`config.mk`:
```
export PLATFORM = sky130hd
export DESIGN_NAME = mbox_read_buffer
export DESIGN_NICKNAME = d
export VERILOG_FILES = /design/src/rtl/mbox_read_buffer.sv
export SDC_FILE = /design/constraint.sdc
export NUM_CORES = 1
export LEC_CHECK = 0
export ABC_AREA = 0
export CORE_UTILIZATION = 45
export CTS_CLUSTER_SIZE = 40
export DETAILED_ROUTE_END_ITERATION = 16
export DONT_BUFFER_PORTS = 1
export HOLD_SLACK_MARGIN = 0.1
export SYNTH_ARGS = -nofsm -noshare
export SYNTH_HDL_FRONTEND = slang
export SYNTH_SLANG_ARGS = --single-unit
```
`constraint.sdc`:
```
create_clock -name masterClk -period 2.15 [get_ports masterClk]
set_clock_uncertainty 0.05 [all_clocks]
set_input_delay 0.215 -clock masterClk [delete_from_list [all_inputs] [get_ports masterClk]]
set_output_delay 0.215 -clock masterClk [all_outputs]
set_load 0.02 [all_outputs]
```
`src/rtl/mbox_read_buffer.sv`:
```
// MBOX read buffer: FIFO of 36-bit fill words feeding the EBOX, plus a quad-word fill sequencer.
// Optional per-entry odd parity checking when MBOX_RDBUF_PARITY_EN is defined.
module mbox_read_buffer #(
  parameter  int DEPTH = 4,
  localparam int PTRW  = $clog2(DEPTH)
) (
  input  logic        masterClk,
  input  logic        EBOX_RESET,
  input  logic        fillStart,
  input  logic [1:0]  fillWord,
  input  logic [2:0]  fillCount,
  input  logic        memValid,
  input  logic [0:35] memData,
  input  logic [1:0]  memWord,
`ifdef MBOX_RDBUF_PARITY_EN
  input  logic        memPar,
  output logic        parErr,
`endif
  output logic        memReady,
  output logic [0:35] cacheDataRead,
  output logic        rdValid,
  input  logic        rdTake,
  output logic        fillBusy,
  output logic        fillDone,
  output logic        seqErr
);

  typedef enum logic {IDLE, FILL} state_t;

  localparam logic [PTRW:0] FULL_CNT = (PTRW + 1)'(DEPTH);

  state_t          state;
  logic [0:35]     store [DEPTH];
  logic [PTRW-1:0] wr_ptr;
  logic [PTRW-1:0] rd_ptr;
  logic [PTRW:0]   count;
  logic [1:0]      exp_word;
  logic [2:0]      remain;
  logic [2:0]      fill_total;
  logic            accept;
  logic            take;

  assign memReady      = (count != FULL_CNT);
  assign rdValid       = (count != '0);
  assign accept        = memValid && memReady;
  assign take          = rdTake && rdValid;
  assign cacheDataRead = rdValid ? store[rd_ptr] : '0;
  assign fillBusy      = (state == FILL);
  assign fill_total    = (fillCount == 3'd0) ? 3'd4 : fillCount;

  // NOTE: the storage array has no reset; count/pointers alone define which entries are valid.
  always_ff @(posedge masterClk) begin
    if (accept) store[wr_ptr] <= memData;
  end

`ifdef MBOX_RDBUF_PARITY_EN
  // Each entry keeps a "parity good" bit: odd parity over data plus memPar.
  logic par_ok [DEPTH];

  always_ff @(posedge masterClk) begin
    if (accept) par_ok[wr_ptr] <= ^{memData, memPar};
  end

  assign parErr = rdValid && !par_ok[rd_ptr];
`endif

  always_ff @(posedge masterClk) begin
    if (EBOX_RESET) begin
      wr_ptr <= '0;
      rd_ptr <= '0;
      count  <= '0;
    end else begin
      if (accept) wr_ptr <= wr_ptr + 1'b1;
      if (take)   rd_ptr <= rd_ptr + 1'b1;
      case ({accept, take})
        2'b10:   count <= count + 1'b1;
        2'b01:   count <= count - 1'b1;
        default: count <= count;
      endcase
    end
  end

  // A word arriving in the same cycle as fillStart counts as the first word of that fill.
  always_ff @(posedge masterClk) begin
    if (EBOX_RESET) begin
      state    <= IDLE;
      exp_word <= '0;
      remain   <= '0;
      seqErr   <= 1'b0;
      fillDone <= 1'b0;
    end else begin
      fillDone <= 1'b0;
      case (state)
        IDLE: begin
          if (fillStart) begin
            if (accept) begin
              if (memWord != fillWord) seqErr <= 1'b1;
              exp_word <= fillWord + 2'd1;
              remain   <= fill_total - 3'd1;
              if (fill_total == 3'd1) fillDone <= 1'b1;
              else                    state    <= FILL;
            end else begin
              exp_word <= fillWord;
              remain   <= fill_total;
              state    <= FILL;
            end
          end else if (accept) begin
            seqErr <= 1'b1;
          end
        end
        FILL: begin
          if (accept) begin
            if (memWord != exp_word) seqErr <= 1'b1;
            exp_word <= exp_word + 2'd1;
            remain   <= remain - 3'd1;
            if (remain == 3'd1) begin
              fillDone <= 1'b1;
              state    <= IDLE;
            end
          end
        end
        default: state <= IDLE;
      endcase
    end
  end

endmodule
```
Yosys cells after proc, flatten, opt, wreduce, memory -nomap -nowiden. Memories as Yosys holds them, arrays and structs flattened. A register that Yosys moved wholly into a read port is not among the register bits. Cells that the tools add are included.

Bits in registers: 15. Memories: 1. Word-level logic and storage cells: 71. RAM bits: 144. Output and inout port bits: 41.

Memory list: store (depth 4, width 36, rd ports 1, clocked after memory_dff 1, write ports 1, RTL line 33) `logic [0:35] store [DEPTH];`.

Eq/ne operators: 12. Mux-type cells: 34. Bitwise logic cells: 1. $add $sub $neg: 8. Reductions and logical operators: 7.

Operators by type and width (number): 2-to-1 mux 36 bit (1); 2-to-1 mux 1 bit (18); 2-to-1 mux 3 bit (4); case mux 3 bit (2 select lines) (2); 2-to-1 mux 2 bit (5); subtractor 3 x 1 -> 3 bit, second input constant (3); adder 2 x 1 -> 2 bit, second input constant (4); equality test 3 x 1 -> 1 bit, second input constant (2); != test 3 bit, second input constant (2); case mux 1 bit (2 select lines) (3); != test 2 x 1 -> 1 bit, second input constant (2); != test 2 bit (2); != test 2 bit, second input constant (2); case mux 2 bit (2 select lines) (1); AND reduction 4 bit (1); adder 3 x 1 -> 3 bit, second input constant (1); zero test 3 bit (1); nonzero test 3 bit (1); equality test 2 x 1 -> 1 bit, second input constant (1); equality test 2 bit, second input constant (1); logical AND 1 bit (2); AND reduction 2 bit (1); nonzero test 2 bit (1); inverter 1 bit (1).

Logic depth before layout (Yosys ltp). Gate-level depths: netlist of the first run.

Depth after elaboration: 7. Depth in mapped cells: 9. Mapped depth without buffers: 9.

Worst setup path after synthesis of the first run. No wires, ideal clock.

Kind: register to register. Start: reg count[2]. End: mem store[0][0] (netlist name), enable pin. Stages on the path, launching flop included: 4. Data arrival time: 1.910 ns. Clock period less this slack: 2.356 ns. Slack: -0.206 ns. Library setup time: 0.397 ns. Path through: dfxtp_1 or3b_4 clkbuf_1 and3_1.

Longest elaborated chain between the ends: 4.

RTL lines: start, declared (RTL line 36) `logic [PTRW:0] count;`; start signal, assigned (RTL line 76) `2'b10: count <= count + 1'b1;`; start signal, assigned (RTL line 77) `2'b01: count <= count - 1'b1;`; start signal, assigned (RTL line 78) `default: count <= count;`; != test 3 bit (RTL line 43) `assign memReady = (count != FULL_CNT);`; net memReady (RTL line 19) `output logic memReady,`; logical AND 1 bit (RTL line 45) `assign accept = memValid && memReady;`; 2-to-1 mux 1 bit (RTL line 53) `if (accept) store[wr_ptr] <= memData;`; 2-to-1 mux 1 bit (not written as such) (RTL line 53); end, declared (RTL line 33).

The timed path passes the listed nets, and every way through them passes these cells.

Worst setup path in the final report of the first run.
Start: reg count[2]. End: reg count[2].

Longest elaborated chain between the ends: 4.

RTL lines: != test 3 bit or nonzero test 3 bit (tied branches) (RTL line 43, 44); logical AND 1 bit, on equally long branches (RTL line 45, 46); equality test 2 x 1 -> 1 bit or equality test 2 bit (tied branches) (RTL line 75) `case ({accept, take})`; case mux 3 bit (2 select lines) or nonzero test 2 bit (tied branches).

Parallel ways exist; a longest one is shown, timed or not. A chain may end at the register's enable or synchronous reset.

==> results of run 1 <==
[final timing paths]
path	cells after the start	slack, ns	to	start
worst max-delay path	9	-0.03	count[2]$_SDFFE_PP0P_	count[2]$_SDFFE_PP0P_
worst min-delay path	4	0.14	seqErr$_SDFFE_PP0P_	memWord[1]
worst max register to register	9	-0.03	count[2]$_SDFFE_PP0P_	count[2]$_SDFFE_PP0P_
worst min register to register	2	0.45	wr_ptr[1]$_SDFFE_PP0P_	wr_ptr[1]$_SDFFE_PP0P_
[cell families after synthesis]
group                      after synthesis  synth area share
muxes                                   39             0.131
DFF                                    161             0.722
xor gates and xnor gates                10            0.0136
buffers and inverters                   31            0.0199
AOI/OAI and AO/OA                       24            0.0236
and+or+nand+nor                         80            0.0697
adders and majority gates               10            0.0205
[registers in the layout, indices dropped and copies added (netlist names), named ones only]
| register | count |
|---|---|
| exp_word | 2 |
| seqErr | 1 |
| wr_ptr | 2 |
| remain | 3 |
| rd_ptr | 2 |
| count | 3 |
| store | 144 |
| fillDone | 1 |
| fillBusy | 1 |
[per-stage QoR]
step	instances	util	total power (W)	hold WS (ns)	instance area, um2
final	618	0.577	0.0103	0.135	8040
after floorplan	355	-	0.00604	0.264	6480
after detailed placement	533	0.487	0.00666	0.234	6780
after CTS	617	0.574	0.0103	0.103	8000
after global placement	533	0.487	0.00662	0.235	6780
after global routing	618	0.577	0.0108	0.156	8040
[metal layers]
metal | up-vias | part of all wire | global-route usage
li1 | 1523 | - | -
met1 | 1650 | 0.44 | 0.218
met3 | 12 | 0.042 | 0.0492
met2 | 70 | 0.50 | 0.302
met5 | - | 0 | 0
met4 | 0 | 0.015 | 0.0764
[final cells by class]
| cell class | count | area share |
|---|---|---|
| sequential | 161 | 0.581 |
| timing repair buffer | 71 | 0.0901 |
| multi-input combinational | 163 | 0.212 |
| clock buffer | 18 | 0.0534 |
| clock inverter | 14 | 0.0300 |
| inverter | 11 | 0.00545 |
| tap | 180 | 0.0280 |
[worst max-delay path, cell delays in order, from the launching register on]
cell and delay [ns]:
dfxtp_2 0.34, or3b_4 0.38, and2_4 0.16, inv_4 0.06, ha_4 0.13, inv_1 0.05, fa_2 0.33, xor2_1 0.16
or3_1 0.33, a21oi_2 0.13
[power by group through the flow]
stage          Combinational [W]  Sequential, W  Clock, W
3_3_place_gp             0.00264        0.00398         0
3_5_place_dp             0.00266        0.00400         0
4_1_cts                  0.00293        0.00393   0.00346
5_1_grt                  0.00324        0.00395   0.00359
6_report                 0.00297        0.00392   0.00340
2_1_floorplan            0.00212        0.00392         0
[cell usage in the layout (no fill, tap or decap), drive strengths merged, types with 2 or more instances in the layout]
cell	n
a21oi	9
a31oi	5
and2	38
and3	4
buf	24
bufinv	7
clkbuf	18
clkinv	7
dfxtp	17
dlygate4sd3	47
edfxtp	144
ha	9
inv	11
mux2	2
mux4	36
nand2	9
nand2b	3
nand3	3
nand4	3
nor2	11
nor3	3
o21ai	2
or3	3
xnor2	4
xor2	6
[timing repair]
| action | 4_1_cts | 5_1_grt |
|---|---|---|
| buffers inserted | 4 | 1 |
| gates resized for setup | 6 | 12 |
| endpoints found under the setup margin | 32 | 14 |
| gates cloned | 1 | 0 |
| pin swaps | 1 | 0 |
| hold buffers | 47 | 0 |
| endpoints found under the hold margin | 161 | 0 |
==> qor.csv, run 1 <==
metric,value,unit
status,"finished, violations left",
failing checks,setup timing,
ys async rst share,0,
Detailed Route Iter0 Violations,227,
Worst VDD drop,691,uV
worst hold path type,input pin to flip-flop,
Cells after Synth,355,
DR vias/cell,5.27,
Lkg Pwr,2.72,nW
combinational power share,0.289,
fraction of layout cells with a size suffix above 1,0.253,
die area,14800,um2
endpoints failing setup,1,
Max Transition Viols Final,0,
Detailed Place HPWL,7.06,mm
kind of critical path,flip-flop to flip-flop,
unrepaired setup endpoints after global routing,true,
Worst Path Arrival,2.48,ns
minimum clock period after layout,2.18,ns
I/O pin count,89,
Max Cap Viol,0,
Total GRT Usage,0.180,
share of the synthesized area in the top cell type,0.669,
vias,3255,
Synth Flop Type,edfxtp_1,
clk_lat worst skew,0.42,ns
GP Congestion,0.736,
Pwr Density,1280,nW/um2
post-route setup slack,-0.0343,ns
largest net degree at the start of global routing,39,
post-synth top area cell,edfxtp_1,
CORE AREA,13900,um2
syn nets,413,
Achievable Freq,458,MHz
Area contributors post-synth,"edfxtp_1 (67%), mux4_2 (13%), dfxtp_1 (5.3%)",
final worst path period share,1.02,
Die H,122,um
filler instances,1062,
syn_area_per_cell,18.2,um2
first-pass GRT wire length,19.0,mm
crit path max fanout,3,
Site Rows,43,
starting density of the core,0.464,
Psw,0.00296,W
final wirelength,12.1,mm
"Seq/Total Area, Yosys",0.722,
H-tree depth,4,
Slew @ Worst Pin,0.653,ns
worst endpoint required time,2.44,ns
sequential power share,0.381,
# nets final,483,
Clock Power Share,0.330,
Die W,122,um
Setup WS pre-CTS,-0.0688,ns
Post-synth EDFFs,144,
area of the multi-input gates,1710,um2
TritonCTS clock tree,built,
Post-synth top cells,"edfxtp_1 (144), and2_1 (37), mux4_2 (36)",
CTS sink count,161,
"Distinct cells, synth",37,
Post-Route Setup TNS,-0.0343,ns
"Remaining Overflow, GRT",0,
FF/Latch Area,4670,um2
initial antenna violation count,0,
P_int,0.00733,W
area growth from synthesis to layout,24.5,%
CTS buffer count,17,
n_diodes,0,
Yosys warning count,0,
PortBufs,0,
DRT Pass-1 Iters,4,
clock root cell,clkbuf_16,
final hold viol count,0,
Setup crit end kind,flip-flop,
sw frac,0.287,
Seq cells post-synth,161,
"count leader, synth",edfxtp_1,
drt wl/cell,19.5,um
clock-pin slew on the worst setup and hold paths,0.06,ns
Residual DRC,0,
Worst setup SP type,flip-flop,
Post-Syn Area,6460,um2
CTS max path bufs,2,
vias in the first global route,3520,
post-route ant nets,0,
Rel. slew slack,0.563,
Note: power is estimated with default switching activity, not from simulation.
==> run 2, diff against run 1 <==
--- a/config.mk
+++ b/config.mk
@@ -9,8 +9,8 @@
 export CORE_UTILIZATION = 45
 export CTS_CLUSTER_SIZE = 40
 export DETAILED_ROUTE_END_ITERATION = 16
-export DONT_BUFFER_PORTS = 1
-export HOLD_SLACK_MARGIN = 0.1
+export HOLD_SLACK_MARGIN = 0.12
+export PLACE_DENSITY = 0.7
 export SYNTH_ARGS = -nofsm -noshare
 export SYNTH_HDL_FRONTEND = slang
 export SYNTH_SLANG_ARGS = --single-unit
==> run 2 against run 1 <==
The run still ends with setup timing left. Largest cell class unchanged. Utilization rose by 2.7 points. Maximum frequency increased by 0.73%. Setup slack gained 0.016 ns. Total power rose by 4.8%. Critical endpoint is now cacheDataRead[35].
==> qor.csv, run 2 (synthesis gave the netlist of run 1 again) <==
metric,value,unit,change
RR Startpoint,count[0]$_SDFFE_PP0P_,,
Total Power,0.0108,W,+4.8%
placed cell count,624,,+17%
initial antenna violation count,0,,unchanged
PortBufs,88,,+88
CTS buffer count,17,,unchanged
Pwr Density,1280,nW/um2,about the same
Total GRT Usage,0.180,,about the same
vias in the first global route,3675,,+4.4%
starting density of the core,0.464,,unchanged
Worst VDD drop,742,uV,+7.5%
clock-pin slew on the worst setup and hold paths,0.06,ns,about the same
register with the most flip-flops,store,,
CTS max path bufs,2,,unchanged
CTS sink count,161,,unchanged
# nets final,535,,+11%
vias,3534,,+8.6%
Final Cell Area,8420,um2,+4.7%
Detailed Place HPWL,7.41,mm,+4.9%
Setup crit end kind,primary output,,
CORE AREA,13900,um2,unchanged
fin cells,670,,+8.4%
largest net degree at the start of global routing,37,,-5.1%
Site Rows,43,,unchanged
Hold Path End,store[3][24]$_DFFE_PP_,,
CP max stage cell,or3_4,,
Detailed Route Iter0 Violations,197,,-13%
Post-CTS Hold Fix Bufs,0,,-100%
Lkg Pwr,2.95,nW,+8.4%
most frequent cells in the layout,"edfxtp_1 (144), clkdlybuf4s50_1 (50), mux4_2 (36)",,
Worst Path Arrival,1.90,ns,-0.58 ns
Setup WS pre-CTS,-0.0499,ns,+0.0189 ns
Die W,122,um,unchanged
minimum clock period after layout,2.17,ns,-0.0158 ns
Achievable Freq,461,MHz,+0.73%
GP Congestion,0.743,,+0.96%
"commonest non-fill, non-tap cell in the layout",edfxtp_1,,
final worst path period share,1.01,,-0.00734
final hold viol count,0,,unchanged
kind of critical path,flip-flop to primary output,,
drt wl/cell,18.6,um,-4.5%
"Remaining Overflow, GRT",0,,unchanged
post-place instance area,7770,um2,+15%
worst hold path type,input pin to flip-flop,,
endpoints failing setup,1,,unchanged
clk_lat worst skew,0.41,ns,about the same
crit path max fanout,6,,+3
fraction of layout cells with a size suffix above 1,0.324,,+0.0711
die area,14800,um2,unchanged
FF/Latch Area,4670,um2,unchanged
RR Endpoint,count[2]$_SDFFE_PP0P_,,
Residual DRC,0,,unchanged
filler instances,1035,,-2.5%
H-tree depth,4,,unchanged
unrepaired setup endpoints after global routing,true,,
area of the multi-input gates,1710,um2,+0.37%
Slew @ Worst Pin,0.620,ns,-0.0334 ns
crit-path cells,"buf_4, or3_4, buf_12, and2_1, clkdlybuf4s15_2",,
Max Cap Viol,0,,unchanged
post-route ant nets,0,,unchanged
final wirelength,12.5,mm,+3.5%
CP peak stage delay,0.47,ns,+0.09 ns
flop2flop setup slack,0.02,ns,+0.05 ns
Worst Reg-to-Reg Cells,9,,unchanged
n_diodes,0,,unchanged
first-pass GRT wire length,19.4,mm,+1.6%
failing checks,setup timing,,
area growth from synthesis to layout,30.3,%,
Rel. slew slack,0.585,,+0.0224
Largest regs,"store: 144 flops, count: 3 flops, remain: 3 flops",,
DR vias/cell,5.27,,+0.14%
I/O pin count,89,,unchanged
Max Transition Viols Final,0,,unchanged
hold wc startpoint,memData[11],,
TritonCTS clock tree,built,,
max reg flops,144,,unchanged
DRT Pass-1 Iters,4,,unchanged
Die H,122,um,unchanged
worst endpoint required time,1.88,ns,-0.56 ns
status,"finished, violations left",,
Worst Hold Depth,1,,-3
clock root cell,clkbuf_16,,
post-route setup slack,-0.0185,ns,+0.0158 ns
Worst setup SP type,flip-flop,,
[run 2: worst max-delay path: cells and delay by family (launching register included)]
family                 cells  cell delay [ns]
buffers and inverters      3             0.56
flip-flops                 1             0.32
AND/OR/NAND/NOR            2             0.60
[run 2: how the worst max path moves through the flow]
stage / cells after the start / endpoint / slack [ns] / startpoint
2_1_floorplan: 9 / count[2]$_SDFFE_PP0P_ / 0.006 / count[1]$_SDFFE_PP0P_
3_3_place_gp: 9 / count[2]$_SDFFE_PP0P_ / -0.002 / count[2]$_SDFFE_PP0P_
3_5_place_dp: 9 / count[2]$_SDFFE_PP0P_ / -0.05 / count[2]$_SDFFE_PP0P_
4_1_cts: 4 / cacheDataRead[35] / -0.06 / flip-flop
5_1_grt: 4 / cacheDataRead[35] / -0.08 / flip-flop
6_report: 5 / cacheDataRead[35] / -0.02 / count[0]$_SDFFE_PP0P_
[run 2: cell type report]
cell class,count,area share
Clock buffer,23,0.0556
Clock inverter,9,0.0128
Inverter,11,0.00520
Multi-Input combinational cell,163,0.203
Sequential cell,161,0.555
Tap cell,180,0.0267
Timing Repair Buffer,123,0.141
[run 2: where the power goes]
group | internal, W | switching, W
Combinational | 0.00202 | 0.00196
Clock | 0.00177 | 0.00112
Sequential | 0.00378 | 0.000117
[run 2: routing by layer]
| metal | up-vias | track usage | wire (um) | part of all wire |
|---|---|---|---|---|
| met1 | 1798 | 0.229 | 5420 | 0.43 |
| met2 | 97 | 0.293 | 6270 | 0.50 |
| li1 | 1628 | - | - | - |
| met4 | 0 | 0.0741 | 136 | 0.011 |
| met3 | 11 | 0.0454 | 659 | 0.053 |
| met5 | - | 0 | 0 | 0 |
[run 2: timing repair]
| item | CTS | global route |
|---|---|---|
| endpoints found under the hold margin | 0 | 0 |
| pin swaps | 2 | 2 |
| endpoints found under the setup margin | 39 | 25 |
| cloned | 1 | 2 |
| setup buffers | 10 | 1 |
| gates resized for setup | 153 | 25 |
[run 2: metrics by stage]
step	TNS, ns	utilization	hold slack (ns)
final	-0.0185	0.604	0.383
after global routing	-0.543	0.604	0.380
after CTS	-0.105	0.596	0.366
after detailed placement	-0.0499	0.558	0.444
after global placement	-0.00173	0.558	0.423
after floorplan	0	-	0.264
==> run 3, diff against run 2 <==
--- a/config.mk
+++ b/config.mk
@@ -6,11 +6,13 @@
 export NUM_CORES = 1
 export LEC_CHECK = 0
 export ABC_AREA = 0
+export CORE_MARGIN = 3
 export CORE_UTILIZATION = 45
 export CTS_CLUSTER_SIZE = 40
 export DETAILED_ROUTE_END_ITERATION = 16
 export HOLD_SLACK_MARGIN = 0.12
 export PLACE_DENSITY = 0.7
+export SKIP_CTS_REPAIR_TIMING = 1
 export SYNTH_ARGS = -nofsm -noshare
 export SYNTH_HDL_FRONTEND = slang
 export SYNTH_SLANG_ARGS = --single-unit
==> run 3 against run 2 <==
The run still ends with setup timing left. Combinational power increased by 11%. Highest routed layer is now met5. Non-clock buffer count unchanged. Total power increased by 7.4%. Flip-flop and latch count unchanged. Final cell count unchanged.
==> qor.csv, run 3 (synthesis gave the netlist of run 1 again) <==
metric,value,unit,change
Pwr Density,1330,nW/um2,+3.6%
CP peak stage delay,0.51,ns,+0.04 ns
CTS buffer count,17,,unchanged
"Remaining Overflow, GRT",0,,unchanged
CP max stage cell,mux4_2,,
Detailed Place HPWL,7.44,mm,+0.35%
Util after Layout,0.627,,+0.0224
register with the most flip-flops,store,,
failing checks,setup timing,,
I/O pin count,89,,unchanged
Site Rows,43,,unchanged
endpoints failing setup,21,,+20
TritonCTS clock tree,built,,
Rel. slew slack,0.579,,-0.00675
CORE AREA,13900,um2,unchanged
die area,15800,um2,+6.7%
starting density of the core,0.464,,unchanged
max reg flops,144,,unchanged
Total GRT Usage,0.163,,-0.0170
post-route setup slack,-0.0460,ns,-0.0275 ns
DR vias/cell,5.24,,-0.62%
"Buf+Inv Stages, Crit Path",3,,unchanged
GP Congestion,0.835,,+12%
most frequent cells in the layout,"edfxtp_1 (144), clkdlybuf4s50_1 (50), mux4_2 (36)",,
Die H,126,um,+3.3%
vias in the first global route,3688,,+0.35%
vias,3512,,-0.62%
post-route ant nets,0,,unchanged
minimum hold slack,0.376,ns,-0.00621 ns
PortBufs,88,,unchanged
filler instances,982,,-5.1%
area growth from synthesis to layout,35.2,%,
status,"finished, violations left",,
Largest regs,"store: 144 flops, count: 3 flops, remain: 3 flops",,
clk_lat worst skew,0.42,ns,about the same
minimum clock period after layout,2.20,ns,+0.0275 ns
drt wl/cell,18.9,um,+1.6%
Lkg Pwr,3.06,nW,+3.8%
first-pass GRT wire length,19.6,mm,+1.1%
crit path max fanout,6,,unchanged
final hold viol count,0,,unchanged
initial antenna violation count,1,,+1
CTS sink count,161,,unchanged
H-tree depth,4,,unchanged
Max Cap Viol,0,,unchanged
"commonest non-fill, non-tap cell in the layout",edfxtp_1,,
Achievable Freq,455,MHz,-1.3%
Worst Path Arrival,1.93,ns,+0.03 ns
kind of critical path,flip-flop to primary output,,
Residual DRC,0,,unchanged
# nets final,535,,unchanged
Die W,126,um,+3.3%
worst endpoint required time,1.88,ns,about the same
most frequent CP cell,buf_6,,
CTS max path bufs,2,,unchanged
worst hold path type,input pin to flip-flop,,
clock root cell,clkbuf_16,,
Worst VDD drop,740,uV,-0.26%
Worst setup SP type,flip-flop,,
DRT Pass-1 Iters,4,,unchanged
crit-path cells,"clkbuf_16, buf_6, mux4_2, and2_4, buf_6",,
clock-pin slew on the worst setup and hold paths,0.06,ns,about the same
Slew @ Worst Pin,0.630,ns,+0.0101 ns
final worst path period share,1.02,,+0.0128
family with the most delay on the worst path,multiplexers,,
unrepaired setup endpoints after global routing,true,,
final wirelength,12.7,mm,+1.6%
fraction of layout cells with a size suffix above 1,0.371,,+0.0469
Setup crit end kind,primary output,,
largest net degree at the start of global routing,38,,+2.7%
Max Transition Viols Final,0,,unchanged
n_diodes,0,,unchanged
Detailed Route Iter0 Violations,278,,+41%
## run 3: cell type report
type | instances | area (um2) | area share
clock buffers | 17 | 425 | 0.0487
multi-input cells | 163 | 1760 | 0.202
flip-flops and latches | 161 | 4670 | 0.535
repair buffers | 123 | 1390 | 0.159
well taps | 180 | 225 | 0.0258
inverters | 11 | 43.8 | 0.00502
clock inverters | 15 | 214 | 0.0245
## run 3: path summary, 6_finish.rpt
check / from / end / slack [ns] / cells after the start
setup / recovery: flip-flop / cacheDataRead[35] / -0.05 / 5
hold / removal: memData[8] / store[2][27]$_DFFE_PP_ / 0.38 / 1
setup reg to reg: count[2]$_SDFFE_PP0P_ / count[2]$_SDFFE_PP0P_ / -0.04 / 9
hold reg to reg: count[2]$_SDFFE_PP0P_ / count[2]$_SDFFE_PP0P_ / 0.45 / 2
## run 3: layer usage
metal | routed length, um | part of all wire | track usage | vias up
li1 | - | - | - | 1630
met1 | 5430 | 0.43 | 0.219 | 1747
met2 | 6230 | 0.49 | 0.252 | 124
met3 | 932 | 0.073 | 0.0551 | 9
met4 | 76 | 0.0060 | 0.0568 | 2
met5 | 18 | 0.0014 | 0 | -
## run 3: power by group
part           switching, W  total, W  internal [W]
sequential         0.000152   0.00394       0.00378
combinational       0.00198   0.00443       0.00245
clock               0.00116   0.00321       0.00205
## run 3: stage by stage
stage | instances | area, um2 | total power [W] | setup TNS (ns) | setup WS, ns
floorplan | 355 | 6480 | 0.00604 | 0 | 0.00614
global placement | 624 | 7800 | 0.00764 | 0 | 0.00244
detailed placement | 624 | 7800 | 0.00771 | -0.117 | -0.117
CTS | 656 | 8440 | 0.0110 | -13.70 | -0.408
global route | 670 | 8730 | 0.0121 | -2.33 | -0.118
finish | 670 | 8730 | 0.0116 | -0.554 | -0.0460
